<file path="src/rtl/snes_poll_controller.sv">
// Polls an SNES pad: latch pulse plus NUM_BITS shift clocks. Returns an active-high word with a one-cycle valid
// LATCH_CYCLES+2*HALF_CYCLES*NUM_BITS+1 cycles after the trigger; start is ignored while busy, auto expiry is held pending.
module snes_poll_controller #(
    parameter int HALF_CYCLES  = 300,
    parameter int LATCH_CYCLES = 600,
    parameter int NUM_BITS     = 16,
    parameter int POLL_CYCLES  = 833333
) (
    input  logic        clk,
    input  logic        reset,
    input  logic        start,
    input  logic        auto_en,
    input  logic        snes_data,
    output logic        snes_latch,
    output logic        snes_clk,
    output logic [15:0] buttons,
    output logic        valid,
    output logic        busy
);

    localparam int MAX_A   = (LATCH_CYCLES > HALF_CYCLES) ? LATCH_CYCLES : HALF_CYCLES;
    localparam int MAX_CYC = (POLL_CYCLES > MAX_A) ? POLL_CYCLES : MAX_A;
    localparam int CW      = $clog2(MAX_CYC + 1);

    localparam logic [CW-1:0] LATCH_LAST = CW'(LATCH_CYCLES - 1);
    localparam logic [CW-1:0] HALF_LAST  = CW'(HALF_CYCLES - 1);
    localparam logic [CW-1:0] POLL_LAST  = CW'(POLL_CYCLES - 1);
    localparam logic [4:0]    BIT_LAST   = 5'(NUM_BITS - 1);

    typedef enum logic [2:0] {IDLE, LATCH, LOW, HIGH, DONE} state_t;

    state_t        state_q, state_d;
    logic [CW-1:0] phase_cnt_q, phase_cnt_d;
    logic [CW-1:0] poll_cnt_q, poll_cnt_d;
    logic [4:0]    bit_idx_q, bit_idx_d;
    logic [15:0]   shift_q, shift_d;
    logic [15:0]   buttons_q, buttons_d;
    logic          sync1_q, sync1_d, sync2_q, sync2_d;
    logic          auto_en_q, auto_en_d;
    logic          pending_q, pending_d;
    logic          snes_latch_q, snes_latch_d;
    logic          snes_clk_q, snes_clk_d;
    logic          valid_q, valid_d;
    logic          busy_q, busy_d;
    logic          auto_req;
    logic          enter_latch;

    always_comb begin
        state_d     = state_q;
        phase_cnt_d = phase_cnt_q + 1'b1;
        bit_idx_d   = bit_idx_q;
        shift_d     = shift_q;
        buttons_d   = buttons_q;
        sync1_d     = snes_data;
        sync2_d     = sync1_q;
        auto_en_d   = auto_en;

        // A rising auto_en counts as an already-expired interval.
        auto_req = auto_en && (!auto_en_q || pending_q || (poll_cnt_q == POLL_LAST));

        case (state_q)
            IDLE: begin
                phase_cnt_d = '0;
                if (start || auto_req) begin
                    state_d   = LATCH;
                    bit_idx_d = '0;
                    shift_d   = '0;
                end
            end
            LATCH: begin
                if (phase_cnt_q == LATCH_LAST) begin
                    state_d     = LOW;
                    phase_cnt_d = '0;
                    bit_idx_d   = '0;
                end
            end
            LOW: begin
                if (phase_cnt_q == HALF_LAST) begin
                    shift_d[bit_idx_q[3:0]] = ~sync2_q;
                    state_d     = HIGH;
                    phase_cnt_d = '0;
                end
            end
            HIGH: begin
                if (phase_cnt_q == HALF_LAST) begin
                    phase_cnt_d = '0;
                    if (bit_idx_q == BIT_LAST) begin
                        state_d   = DONE;
                        buttons_d = shift_q;
                    end else begin
                        state_d   = LOW;
                        bit_idx_d = bit_idx_q + 5'd1;
                    end
                end
            end
            DONE: begin
                state_d     = IDLE;
                phase_cnt_d = '0;
            end
            default: begin
                state_d     = IDLE;
                phase_cnt_d = '0;
            end
        endcase

        enter_latch = (state_q == IDLE) && (state_d == LATCH);

        // Interval runs from each LATCH entry and parks at its last count until served.
        if (!auto_en || enter_latch) begin
            poll_cnt_d = '0;
        end else if (poll_cnt_q != POLL_LAST) begin
            poll_cnt_d = poll_cnt_q + 1'b1;
        end else begin
            poll_cnt_d = poll_cnt_q;
        end
        pending_d = auto_req && !enter_latch;

        snes_latch_d = (state_d == LATCH);
        snes_clk_d   = (state_d != LOW);
        busy_d       = (state_d != IDLE);
        valid_d      = (state_d == DONE);
    end

    always_ff @(posedge clk or posedge reset) begin
        if (reset) begin
            state_q      <= IDLE;
            phase_cnt_q  <= '0;
            poll_cnt_q   <= '0;
            bit_idx_q    <= '0;
            shift_q      <= '0;
            buttons_q    <= '0;
            sync1_q      <= 1'b1;
            sync2_q      <= 1'b1;
            auto_en_q    <= 1'b0;
            pending_q    <= 1'b0;
            snes_latch_q <= 1'b0;
            snes_clk_q   <= 1'b1;
            valid_q      <= 1'b0;
            busy_q       <= 1'b0;
        end else begin
            state_q      <= state_d;
            phase_cnt_q  <= phase_cnt_d;
            poll_cnt_q   <= poll_cnt_d;
            bit_idx_q    <= bit_idx_d;
            shift_q      <= shift_d;
            buttons_q    <= buttons_d;
            sync1_q      <= sync1_d;
            sync2_q      <= sync2_d;
            auto_en_q    <= auto_en_d;
            pending_q    <= pending_d;
            snes_latch_q <= snes_latch_d;
            snes_clk_q   <= snes_clk_d;
            valid_q      <= valid_d;
            busy_q       <= busy_d;
        end
    end

    assign snes_latch = snes_latch_q;
    assign snes_clk   = snes_clk_q;
    assign buttons    = buttons_q;
    assign valid      = valid_q;
    assign busy       = busy_q;

endmodule

</file>
<file path="config.mk">
export PLATFORM = sky130hd
export DESIGN_NAME = snes_poll_controller
export DESIGN_NICKNAME = d
export VERILOG_FILES = /design/src/rtl/snes_poll_controller.sv
export SDC_FILE = /design/constraint.sdc
export NUM_CORES = 1
export LEC_CHECK = 0
export CORE_UTILIZATION = 37
export CTS_CLUSTER_DIAMETER = 60
export CTS_CLUSTER_SIZE = 16
export DETAILED_ROUTE_END_ITERATION = 8
export GPL_TIMING_DRIVEN = 0
export PLACE_DENSITY = 0.65
export SYNTH_ARGS = -nofsm -noshare
export SYNTH_HDL_FRONTEND = slang
export SYNTH_SLANG_ARGS = --single-unit
export TNS_END_PERCENT = 20
</file>
<file path="constraint.sdc">
create_clock -name clk -period 7.15 [get_ports clk]
set_input_delay 0.715 -clock clk [delete_from_list [all_inputs] [get_ports clk]]
set_output_delay 0.715 -clock clk [all_outputs]
set_load 0.02 [all_outputs]
</file>
* Word-level counts from Yosys, hierarchy flattened
Index checks and enable logic that the tools add are counted.
Operators by class: mux-type cells 22, order comparisons 2, eq/ne operators 16, reductions and logical operators 20, $add $sub $neg 3, bitwise logic cells 1
Operators by type and width (number):
- 20-bit 2-to-1 mux | 4
- 20-bit by 1-bit adder with 20-bit output (second input constant) | 2
- 20-bit case mux with 2 select lines | 1
- 16-bit 2-to-1 mux | 2
- 16-bit case mux with 2 select lines | 1
- 20-bit by 10-bit equality test with 1-bit output (second input constant) | 1
- 20-bit equality test (second input constant) | 1
- 20-bit by 9-bit equality test with 1-bit output (second input constant) | 1
- 5-bit 2-to-1 mux | 4
- 20-bit != test (second input constant) | 1
- 16-bit bitwise mux | 1
- 3-bit 2-to-1 mux | 5
- 5-bit case mux with 3 select lines | 1
- 3-bit case mux with 4 select lines | 1
- 2-bit != test (second input constant) | 5
- 3-bit by 1-bit equality test with 1-bit output (second input constant) | 2
- 3-bit by 2-bit equality test with 1-bit output (second input constant) | 2
- 3-bit AND reduction | 2
- 3-bit nonzero test | 2
- 5-bit by 1-bit adder with 5-bit output (second input constant) | 1
- 5-bit by 4-bit equality test with 1-bit output (second input constant) | 1
- 4-bit by 5-bit < comparator with 1-bit output (second input constant) | 1
- 5-bit AND reduction | 1
- 1-bit demux with 4-bit select | 1
- other kinds (11) | 20
Word-level totals: input bits 5, output and inout bits 20, flip-flop bits (word level) 88, word-level logic and storage cells 78

* Longest topological paths before layout
Gate-level depths: netlist of the first run.
depth in word-level cells 11, gate-level depth with buffers 9, gate-level depth less buffers 8

* Worst setup path before layout of the first run
No wires, ideal clock.
path kind register to register, from reg phase_cnt_q[0], to reg buttons_q[0], in the netlist buttons[0], data required time 7.025 ns, path buffers 2, cell stages (with the launch flop) 9, library setup time 0.125 ns, data arrival time 2.050 ns, period minus slack after synthesis 2.175 ns, slack 4.975 ns, path through dfrtp_1 -> ha_1 -> nor4b_1 -> nand3_1 -> nor2_2 -> and3_1 -> buf_4 -> buf_6 -> mux2_2
Between the ends: cells in the longest elaborated chain, start to end 2
Ends and longest elaborated chain:
- start: declaration | RTL line 33 | logic [CW-1:0] phase_cnt_q, phase_cnt_d;
- start signal: assignment | RTL line 142 | phase_cnt_q <= phase_cnt_d;
- 20-bit by 9-bit equality test with 1-bit output | RTL line 85 | if (phase_cnt_q == HALF_LAST) begin
- 3-bit AND reduction (no line)
- end signal: assignment | RTL line 146 | buttons_q <= buttons_d;
- end: declaration | RTL line 37 | logic [15:0] buttons_q, buttons_d;
No other way between the ends. A chain may end at the register's enable or synchronous reset.

* Final worst setup path of the first run
from reg bit_idx_q[1], to reg buttons_q[2], in the netlist buttons[2]
Between the ends: cells in the longest elaborated chain, start to end 2
Ends and longest elaborated chain:
- start: declaration | RTL line 35 | logic [4:0] bit_idx_q, bit_idx_d;
- start signal: assignment | RTL line 144 | bit_idx_q <= bit_idx_d;
- 5-bit by 4-bit equality test with 1-bit output | RTL line 87 | if (bit_idx_q == BIT_LAST) begin
- 3-bit AND reduction (no line)
No other way between the ends.

==> summary.txt, run 1 <==
Setup path
  • WP depth: 9
  • Worst path slowest cell: dfrtp_1
  • Reg2Reg Setup Slack: around 4.6 ns
  • Setup crit end: buttons[2]
  • FF-to-FF path depth: 9
  • CP top delay family: buffers and inverters
  • CP Data Arrival Time: 2.76 ns
  • Crit Path Max Fanout: 10
  • Crit path top cell by count: ha_1
  • Crit. End Element: flop
  • CP max stage delay: 0.48 ns
  • Worst flop-to-flop path endpoint: buttons[2]
  • RR Startpoint: bit_idx_q[1]
  • CP cell instances: ha_1 > clkbuf_1 > nand3_1 > inv_1 > ha_1 > and3_1 > buf_4 > buf_6 > mux2_2
  • Critical Path Start Type: flop
  • CP required: ~7.4 ns
  • Worst path buffer plus inverter count: 4
  • Crit. Startpoint: bit_idx_q[1]
  • Kind of critical path: reg2reg

Yosys
  • Top cells by area, synth: dfrtp_1 (48%), nor2_1 (4.4%), xnor2_1 (4.0%)
  • Most common cell in the netlist: dfrtp_1
  • Synth top area share: 0.480
  • Post-synthesis cell type count: 50
  • Number of synthesized flops with an enable pin: 0
  • Post-Syn Area: approximately 4400 µm²
  • Cell taking the most area after synthesis: dfrtp_1
  • Post-Syn Area per Cell: 10.1 µm²
  • Post-synthesis register bit count: 88
  • Register area share after synthesis: 0.498
  • Asr flop ratio synth: 1.00
  • Post-synth top cells: dfrtp_1 (85), nor2_1 (52), nand2_1 (40)
  • Mapped Cells: roughly 440
  • Synthesis Warnings: 0
  • Post-synth net total: 450
  • Dominant synthesized flop cell: dfrtp_1

Detailed routing
  • Initial drt markers: ~170
  • DRT Wirelength: 9090 µm
  • DR vias: 3355
  • DR vias/cell: ~5.4
  • DRC viols: 8
  • TritonRoute pass-1 iters: 6
  • Antenna-violating nets left: 0
  • WL per Instance: 14.7 µm

STA
  • Fin crit share: 0.354
  • Setup TNS: 0 ns
  • RSZ-0062 raised after global routing: false
  • WHS: 0.352 ns
  • Least-Margin Pin Slew: 0.733 ns
  • Setup violations, final: 0
  • Crit path setup slack, layout: 4.62 ns
  • Setup Skew: 0.00865 ns
  • Fmax: 395 MHz
  • Final Hold Fails: 0
  • Final Critical Period: 2.53 ns
  • Max-slew violation count: 0
  • Slew Limit Headroom: 0.507

Clock network
  • # clock sinks: 88
  • Clk_lat worst skew: 0.35 ns
  • Clk slew on worst S/H paths: 0.06 ns
  • Post-CTS Hold Buffers: 0
  • Total CTS buffers: 9
  • Clk buf depth: 2
  • Post CTS Setup Buffer Count: 0
  • CTS tree: done
  • Post-CTS Resized: 0
  • CTS root buf: clkbuf_16
  • CTS H-tree lvls: 3

Cells and area
  • Post-layout util: 0.445
  • Area Overhead vs Synth: 16.1%
  • Layout cells sized above 1: 0.103
  • Nets@finish: 486
  • Post-route cell area: 5140 µm²
  • Ant diodes: 0

Min path
  • Min-Delay Path Class: reg2reg

Floorplan
  • Die width: 111 µm
  • Initial Utilization: 0.383
  • FP Rows: 39
  • Die ar.: ~12000 µm²
  • Core Area: 11600 µm²
  • Die height: 111 µm
  • I/O Pins: 25

Run status
  • Failing checks: DRC
  • Status: finished, violations left

Place
  • HPWL after detailed placement: between 6000 and 7000 µm
  • Port Buf Inserts: 24
  • Placement Setup Slack: roughly 4.5 ns
  • Final Wtd Congestion: 0.868
  • Cell Area, Placed: approximately 4900 µm²

Global route
  • Initial antenna violation count: 0
  • Largest net degree at the start of global routing: 54
  • GRT Residual Overflow: 0
  • Vias in the first global route: 3318
  • First-pass GRT wire length: 15900 µm
  • GRT Resource Usage Total: 0.163

Power
  • Leak pwr: 2.15 nW
  • VDD IR max: 117 µV
  • P per Cell Area: roughly 190 nW/µm²

Run
  • Max-cap viol count: 0
==> power by group <==
group	internal, mW	switching, mW
sequential	0.501	0.00246
clock	0.242	0.185
combinational	0.00687	0.0152
total	0.750	0.202
==> stage by stage <==
step / power, mW / instances
after floorplan: 0.526 / 437
after global placement: 0.533 / 604
after detailed placement: 0.536 / 605
after CTS: 0.969 / 620
after global routing: 0.992 / 620
final: 0.953 / 620
==> logic make-up (layout without fill, tap and decap cells) <==
logic type	after synthesis	in the layout	share of synthesized area
buf+inv	34	74	0.0379
flops	88	88	0.498
fa+ha+maj	8	8	0.0226
mux	16	16	0.0407
xor+xnor	36	36	0.0712
compound gates	54	54	0.0975
simple gates	201	201	0.232
==> worst register-to-register path: stages, from the launching register on <==
cell and delay, ns:
dfrtp_1 0.48, ha_1 0.19, clkbuf_1 0.32, nand3_1 0.21
inv_1 0.10, ha_1 0.27, and3_1 0.19, buf_4 0.16
buf_6 0.16, mux2_2 0.34
==> worst min-delay path by stage <==
stage	startpoint	endpoint	depth (start not counted)	slack, ns
2_1_floorplan	sync1_q	sync2_q	0	0.35
3_3_place_gp	sync1_q	sync2_q	0	0.35
3_5_place_dp	sync1_q	sync2_q	0	0.35
4_1_cts	sync1_q	sync2_q	0	0.35
5_1_grt	sync1_q	sync2_q	0	0.36
6_report	sync1_q	sync2_q	0	0.35
==> cell usage in the layout, fill, tap and decap left out, types with 13 or more instances in the layout <==
cell type | netlist | layout
nor2_1 | 52 | 52
and3_1 | 22 | 22
nand2_1 | 40 | 40
nand3_1 | 31 | 31
inv_1 | 16 | 15
xor2_1 | 16 | 16
clkdlybuf4s50_1 | 0 | 24
dfrtp_1 | 85 | 85
xnor2_1 | 20 | 20
a41oi_1 | 13 | 13
==> registers in the layout, summed over array words and instances (netlist names) <==
register and flops:
bit_idx_q 5, busy 1, valid 1, sync1_q 1, pending_q 1, poll_cnt_q 20
auto_en_q 1, shift_q 16, phase_cnt_q 20, buttons 16, snes_latch 1, sync2_q 1
snes_clk 1, state_q 3
==> metal layers <==
metal	routed length, µm	GRT usage	share of wire
met1	4150	0.192	0.46
met2	4390	0.273	0.48
met3	273	0.0365	0.030
met4	275	0.0946	0.030
met5	0	0	0
==> cell type report <==
type / instances / area, µm²
Inverter: 16 / 62.6
Sequential cell: 88 / 2210
Clock inverter: 3 / 18.8
Clock buffer: 12 / 246
Fill cell: 1070 / 6420
Tap cell: 143 / 179
Multi-Input combinational cell: 315 / 2060
Buffer: 18 / 108
Timing Repair Buffer: 25 / 268
Power figures use the tool's default switching activity.
==> inputs of run 2 (changes only) <==
Clock period 7.15 ns to 2.4 ns, I/O delays scaled along.
==> run 2 against run 1 <==
Compared with the run above: the run still ends with DRC left; first-iteration DRC count increased by 40%; clock skew up 0.0025 ns; non-clock buffer count rose by 2; clock power rose to 3.3 times the previous value; sequential cell count stayed put.
==> summary.txt, run 2 (synthesis gave the netlist of run 1 again) <==
Run status
  • Status: finished, violations left
  • Failing checks: DRC

Detailed routing
  • DR vias: 3365 (+0.30%)
  • Antenna-violating nets left: 0 (unchanged)
  • Initial drt markers: 239 (+40%)
  • DRC viols: 8 (unchanged)
  • TritonRoute pass-1 iters: 7 (+1)
  • DRT Wirelength: 9320 µm (+2.4%)
  • DR vias/cell: 5.39 (-0.34%)
  • WL per Instance: 14.9 µm (+1.8%)

Setup path
  • CP required: 2.61 ns (-4.77 ns)
  • Crit. End Element: flop
  • CP top delay family: simple AND/OR/NAND/NOR gates
  • FF-to-FF path depth: 8 (-1)
  • CP cell instances: nand4b_1 > or4_1 > clkbuf_4 > or3_1 > buf_6 > buf_6 > a41oi_2 > o31ai_1
  • CP Data Arrival Time: 2.47 ns (-0.29 ns)
  • Worst path slowest cell: dfrtp_2
  • Reg2Reg Setup Slack: 0.14 ns (-4.48 ns)
  • Worst path buffer plus inverter count: 3 (-1)
  • Critical Path Start Type: flop
  • Crit path top cell by count: buf_6
  • CP max stage delay: 0.45 ns (-0.03 ns)
  • Crit Path Max Fanout: 10 (unchanged)
  • Kind of critical path: reg2reg
  • WP depth: 8 (-1)

Clock network
  • CTS tree: done
  • CTS H-tree lvls: 3 (unchanged)
  • # clock sinks: 88 (unchanged)
  • Clk buf depth: 2 (unchanged)
  • Clk slew on worst S/H paths: 0.06 ns (about the same)
  • CTS root buf: clkbuf_16
  • Total CTS buffers: 9 (unchanged)
  • Post-CTS Hold Buffers: 0 (unchanged)
  • Clk_lat worst skew: 0.35 ns (about the same)

STA
  • Setup TNS: 0 ns (unchanged)
  • Final Critical Period: 2.26 ns (-0.268 ns)
  • Fmax: 442 MHz (+12%)
  • Final Hold Fails: 0 (unchanged)
  • Crit path setup slack, layout: 0.139 ns (-4.48 ns)
  • Fin crit share: 0.942 (+0.588)
  • Max-slew violation count: 0 (unchanged)
  • Least-Margin Pin Slew: 0.828 ns (+0.0949 ns)
  • Setup violations, final: 0 (unchanged)
  • Setup Skew: 0.0112 ns (+0.00253 ns)
  • Slew Limit Headroom: 0.447 (-0.0599)
  • WHS: 0.311 ns (-0.0410 ns)
  • RSZ-0062 raised after global routing: false

Cells and area
  • Most common cell after layout, fill and taps aside: dfrtp_1
  • Fill cell count: 1071 (+0.093%)
  • Area Overhead vs Synth: 19.8%
  • Sequential cell area: 2210 µm² (about the same)
  • Nets@finish: 489 (+0.62%)
  • Layout cells sized above 1: 0.129 (+0.0262)
  • Largest registers: phase_cnt_q: 20 flops, poll_cnt_q: 20 flops
  • Ant diodes: 0 (unchanged)
  • Multi-input logic area: 2160 µm² (+5.0%)
  • Commonest non-fill, non-tap cells in the layout: dfrtp_1 (84), nor2_1 (52), nand2_1 (38)
  • Final std cells w/o fill: 624 (+0.65%)

Global route
  • First-pass GRT wire length: 16100 µm (+1.5%)
  • GRT Resource Usage Total: 0.163 (+0.000176)
  • Largest net degree at the start of global routing: 39 (-28%)
  • Vias in the first global route: 3419 (+3.0%)
  • Initial antenna violation count: 0 (unchanged)
  • GRT Residual Overflow: 0 (unchanged)

Floorplan
  • Core Area: 11600 µm² (unchanged)
  • Die width: 111 µm (unchanged)
  • Die ar.: 12400 µm² (unchanged)
  • Initial Utilization: 0.383 (unchanged)
  • FP Rows: 39 (unchanged)
  • I/O Pins: 25 (unchanged)
  • Die height: 111 µm (unchanged)

Place
  • Final Wtd Congestion: 0.888 (+2.3%)
  • HPWL after detailed placement: 6580 µm (+3.1%)
  • Port Buf Inserts: 24 (unchanged)
  • Placed Instances: 606 (+0.17%)
  • Placement Setup Slack: -0.124 ns (-4.67 ns)

Power
  • VDD IR max: 344 µV (+190%)
  • Leak pwr: 2.20 nW (+2.5%)
  • Total power: 2.99 mW (+210%)
  • P per Cell Area: 564 nW/µm² (+200%)

Run
  • Max-cap viol count: 0 (unchanged)

Min path
  • Min-Delay Path Class: in2reg
  • Hold Path Stages: 1 (+1)
run 2: cell count changes in the layout (fill, tap and decap cells not counted), sizes merged:
cell      change
buf           +2
inv           -1
nand3         +1
clkbuf        +2
bufinv        +1
clkinv        -3
clkinvlp      +2
run 2: path summary, 6_finish.rpt:
| kind | endpoint | from |
|---|---|---|
| min in group asynchronous | poll_cnt_q[9] | reset |
| max in group asynchronous | phase_cnt_q[9] | reset |
| worst max-delay path | shift_q[2] | phase_cnt_q[9] |
| worst max register to register | shift_q[2] | phase_cnt_q[9] |
| worst min register to register | sync2_q | sync1_q |
| worst min-delay path | sync1_q | snes_data |
run 2: worst reg2reg max path, delay by kind of cell (launching register included):
kind                   cells  cell delay [ns]
buffers and inverters      3             0.50
DFF                        1             0.45
and+or+nand+nor            3             0.90
AOI/OAI and AO/OA          2             0.28
run 2: layer usage:
layer | up-vias | routed length, µm | GRT usage
met2 | 56 | 4640 | 0.266
met3 | 12 | 298 | 0.0425
met4 | 0 | 148 | 0.0784
met1 | 1658 | 4230 | 0.201
li1 | 1639 | - | -
met5 | - | 0 | 0
run 2: timing repair:
action	in CTS	in global routing
endpoints found under the setup margin	23	38
pin swaps	1	2
setup buffers	1	2
resized for setup	8	10
cloned	1	0
hold endpoints to repair	0	0
run 2: layout make-up:
cell class                      instances  share of cell area
Timing Repair Buffer                   29              0.0570
Clock inverter                          2             0.00707
Multi-Input combinational cell        316               0.407
Inverter                               16              0.0120
Sequential cell                        88               0.416
Buffer                                 16              0.0179
Tap cell                              143              0.0337
Clock buffer                           14              0.0497
run 2: per-stage QoR:
step,instance area [µm²],utilization
global placement,4850,0.420
CTS,5250,0.454
global route,5310,0.459
detailed placement,4890,0.423
floorplan,4430,-
finish,5310,0.459
run 2: where the power goes:
part	leakage, nW	switching, mW	internal (mW)
combinational	0.986	0.0466	0.0225
sequential	1.07	0.00749	1.49
clock	0.143	0.560	0.865
==> edit 1: new RTL, settings of run 2 <==
Put one more register stage on the output `buttons`, cleared by the reset. The value now appears one clock later. The other outputs are not delayed to match.
--- a/src/rtl/snes_poll_controller.sv
+++ b/src/rtl/snes_poll_controller.sv
@@ -157,7 +157,13 @@
 
     assign snes_latch = snes_latch_q;
     assign snes_clk   = snes_clk_q;
-    assign buttons    = buttons_q;
+    always_ff @(posedge clk or posedge reset) begin
+        if (reset) begin
+            buttons <= '0;
+        end else begin
+            buttons <= buttons_q;
+        end
+    end
     assign valid      = valid_q;
     assign busy       = busy_q;
 
Function: same outputs for any inputs over 10 cycles, from zero or initial values and one cycle with reset high; that may be too few to reach the edited logic, so the function may still have changed.
==> edit 1 against run 2 <==
Worst setup slack worse by 120 ps. Final area is 8.3% higher. Area after synthesis is 6.6% higher. Total power is 9.4% higher. Combinational power is 11% higher. Sequential cell count is 16 higher. Die area is 6.5% higher. Routed wire length is 3.7% higher. Highest routed layer unchanged.
==> edit 1: results (changes against run 2) <==
* Cell at the slowest stage of the critical path: or4_4
* Syn Inst Count at 441 (+0.92%)
* Nets at 503 (+2.9%)
* Post-synth net total at 454 (+0.89%)
* GR Util met2 at 0.2570 (-0.009222)
* Largest regs: phase_cnt_q: 20 flops, poll_cnt_q: 20 flops
* Source of the critical timing path: phase_cnt_q[12]
* Post-synthesis sequential area ratio at 0.5518 (+0.05377)
* Max-slew headroom at 0.4783 (+0.03165)
* Yosys cell types at 47 (-6.0%)
* Met1 wire length at 4535 um (+7.3%)
* Top routing layer used: met4
* Number of H-tree levels at 3 (unchanged)
* M3 GR Usage at 0.03743 (-0.005033)
* Post-synth ARST share at 1.000 (unchanged)
* DRT iter0 DRCs at 189 (-21%)
* Dpl cell area at 0.005218 mm^2 (+6.6%)
* YS warnings at 0 (unchanged)
* Port Buffers at 24 (unchanged)
* Synth Flop Type: dfrtp_1
* Synth area leaders: dfrtp_1 54%, nor2_1 4.3%, xnor2_1 3.7%
* Initial antenna violation count at 0 (unchanged)
* All-layer global routing usage at 0.1571 (-0.005834)
* Outcome: finished, final reports clean
* Leak at 2.457 nW (+12%)
* Post-Synth XOR/XNOR Area at 0.06305 (-0.008140)
* CTS buffer count at 9 (unchanged)
* Vias in the first global route at 3400 (-0.56%)
* Layout Skew at 7.286 ps (-3.889 ps)
* Clk_lat worst skew at 350 ps (about the same)
* Crit-path max FO at 7 (-3)
* Per-cell routed wire length at 14.57 um (-2.4%)
* Layout cells sized above 1 at 0.1515 (+0.02262)
* TritonRoute pass-1 iters at 4 (-3)
* Hold crit path type: primary input to asynchronous set/reset pin
* N_diodes at 0 (unchanged)
* Vias per cell at 5.195 (-3.7%)
* Synth top cells by count: 101 x dfrtp_1, 54 x nor2_1, 37 x nand2_1
* Routed wl met3 at 324 um (+8.7%)
* Max stage delay on crit path at 560 ps (+110 ps)
* First-pass GRT wire length at 16180 um (+0.21%)
* Post-synthesis mux area share at 0.04715 (+0.006474)
* Adder-cell area share of the yosys netlist at 0.02119 (-0.001407)
* Total length of routed wires at 9657 um (+3.7%)
* Post-DP HPWL at 6492 um (-1.4%)
* Met1 GRT Util at 0.2010 (about the same)
* Data arrival, critical path at 2620 ps (+150 ps)
* Complex-gate fraction of the synthesized area at 0.07470 (-0.02276)
* Placed Instances at 635 (+4.8%)
* VDD IR max at 0.0003719 V (+8.0%)
* CTS max path bufs at 2 (unchanged)
* GP Congestion at 0.8512 (-4.1%)
* Largest net degree at the start of global routing at 44 (+13%)
* Metal2 WL at 4625 um (-0.34%)
-- edit 1: cell count changes in the layout (fill, tap and decap cells not counted), moves of 5 or more --
cell	delta
dfrtp_1	+16
o21ai_1	+10
inv_6	+5
mux2_2	-5
o31ai_1	-6
mux2_4	+9
nand3_1	-12
-- edit 1: worst paths after layout --
| path | slack [ps] | depth (start not counted) | endpoint |
|---|---|---|---|
| worst min register to register | 360 | 0 | sync2_q |
| worst max-delay path | 20 | 6 | buttons_q[9] |
| worst max register to register | 20 | 6 | buttons_q[9] |
| max in group asynchronous | 1480 | 3 | sync1_q |
| worst min-delay path | 290 | 2 | poll_cnt_q[6] |
| min in group clk | 300 | 1 | sync1_q |
-- edit 1: report_power, final --
| group | total, mW | internal, mW | switching (mW) |
|---|---|---|---|
| clock network | 1.43 | 0.749 | 0.683 |
| logic | 0.0767 | 0.0238 | 0.0528 |
| registers | 1.77 | 1.76 | 0.00673 |
-- edit 1: repair_timing --
action / 4_1_cts / 5_1_grt
cloned: 1 / 0
gates resized for setup: 11 / 37
endpoints found under the setup margin: 78 / 77
pin swaps: 4 / 4
buffers inserted: 4 / 7
-- edit 1: area by class of cell --
| cell class | count | area [um^2] |
|---|---|---|
| Fill cell | 1116 | 6461 |
| Sequential cell | 104 | 2608 |
| Multi-Input combinational cell | 310 | 2146 |
| Timing Repair Buffer | 38 | 381.6 |
| Clock buffer | 10 | 239.0 |
| Tap cell | 168 | 210.2 |
| Buffer | 15 | 68.82 |
| Clock inverter | 6 | 48.80 |
| Inverter | 12 | 48.80 |
-- edit 1: through the flow --
step	setup TNS, ps	setup WS [ps]
6_report	0	15.49
5_1_grt	-1121	-88.37
4_1_cts	-30.82	-10.74
3_5_place_dp	-7624	-321.5
3_3_place_gp	-13820	-301.1
2_1_floorplan	-357.9	-39.77
==> edit 2: new RTL, settings of run 2 <==
Without the edit above. Set the parameter `HALF_CYCLES` to 600 (it was 300).
--- a/src/rtl/snes_poll_controller.sv
+++ b/src/rtl/snes_poll_controller.sv
@@ -1,7 +1,7 @@
 // Polls an SNES pad: latch pulse plus NUM_BITS shift clocks. Returns an active-high word with a one-cycle valid
 // LATCH_CYCLES+2*HALF_CYCLES*NUM_BITS+1 cycles after the trigger; start is ignored while busy, auto expiry is held pending.
 module snes_poll_controller #(
-    parameter int HALF_CYCLES  = 300,
+    parameter int HALF_CYCLES  = 600,
     parameter int LATCH_CYCLES = 600,
     parameter int NUM_BITS     = 16,
     parameter int POLL_CYCLES  = 833333
Formal check against the unedited RTL: same outputs for any inputs over 10 cycles, from zero or initial values and one cycle with reset high; that may be too few to reach the edited logic, so the function may still have changed.
==> edit 2 against run 2 <==
Core utilization decreased by 0.16 points. Final area decreased by 7.0%. Routed wire length decreased by 11%. Largest power group unchanged. Total power decreased by 13%. Sequential cell count unchanged. Worst setup slack got worse by 140 ps. Area after synthesis decreased by 7.7%.
==> edit 2: results (changes against run 2) <==
* Outcome: finished, final reports clean
* Post-synth net total at 448 (-0.44%)
* R2r setup slk at 3 ps (-140 ps)
* Post-Synth XOR/XNOR Area at 0.07499 (+0.003806)
* Vias per cell at 5.013 (-7.0%)
* Yosys cell types at 45 (-10%)
* First-pass GRT wire length at 14190 um (-12%)
* Drt drc at 0 (-8)
* Post-DP HPWL at 5692 um (-14%)
* Filler Cell Count at 1026 (-4.2%)
* Post-synthesis sequential area ratio at 0.5396 (+0.04162)
* Synth top cells by count: 85 x dfrtp_1, 78 x nand2_1, 64 x nor2_1
* GR Util met2 at 0.2452 (-0.02109)
* TritonRoute pass-1 iters at 4 (-3)
* Nets at 495 (+1.2%)
* Max stage delay on crit path at 420 ps (-30 ps)
* Routed wl met3 at 271 um (-9.1%)
* Adder-cell area share of the yosys netlist at 0.02449 (+0.001888)
* Layout cells sized above 1 at 0.1253 (-0.003641)
* GP Congestion at 0.8279 (-6.7%)
* DRT iter0 DRCs at 140 (-41%)
* Source of the critical timing path: bit_idx_q[0]
* Dpl cell area at 0.004547 mm^2 (-7.1%)
* Metal2 WL at 3917 um (-16%)
* Complex-gate fraction of the synthesized area at 0.08846 (-0.008997)
* Hold crit path type: primary input to asynchronous set/reset pin
* VDD IR max at 0.0002558 V (-26%)
* CP top delay family: compound AO/OA/AOI/OAI gates
## edit 2: cell types whose count changed after synthesis, sizes merged, moves of 15 or more
cell,run 2,this run
and3,22,6
mux2,16,0
o21ai,11,37
a41oi,17,0
nand2,40,78
nand3,31,16
## edit 2: area by class of cell
class | count | area (um^2) | area share
buffer | 16 | 83.83 | 0.01698
clock buffer | 9 | 123.9 | 0.02510
clock inverter | 7 | 77.57 | 0.01572
inverter | 12 | 48.80 | 0.009886
multi-input combinational | 319 | 1862 | 0.3772
sequential | 88 | 2206 | 0.4469
tap | 140 | 175.2 | 0.03549
timing repair buffer | 36 | 359.1 | 0.07275
## edit 2: repair_timing
item / CTS / global route
pin swaps: 2 / 6
resized for setup: 10 / 20
setup buffers: 3 / 6
setup endpoints to repair: 15 / 48
cloned: 0 / 1
## edit 2: where the power goes
part	total (mW)	internal (mW)	leakage, nW	switching, mW
Clock	1.03	0.490	0.100	0.542
Sequential	1.50	1.49	1.09	0.00783
Combinational	0.0746	0.0240	0.926	0.0505
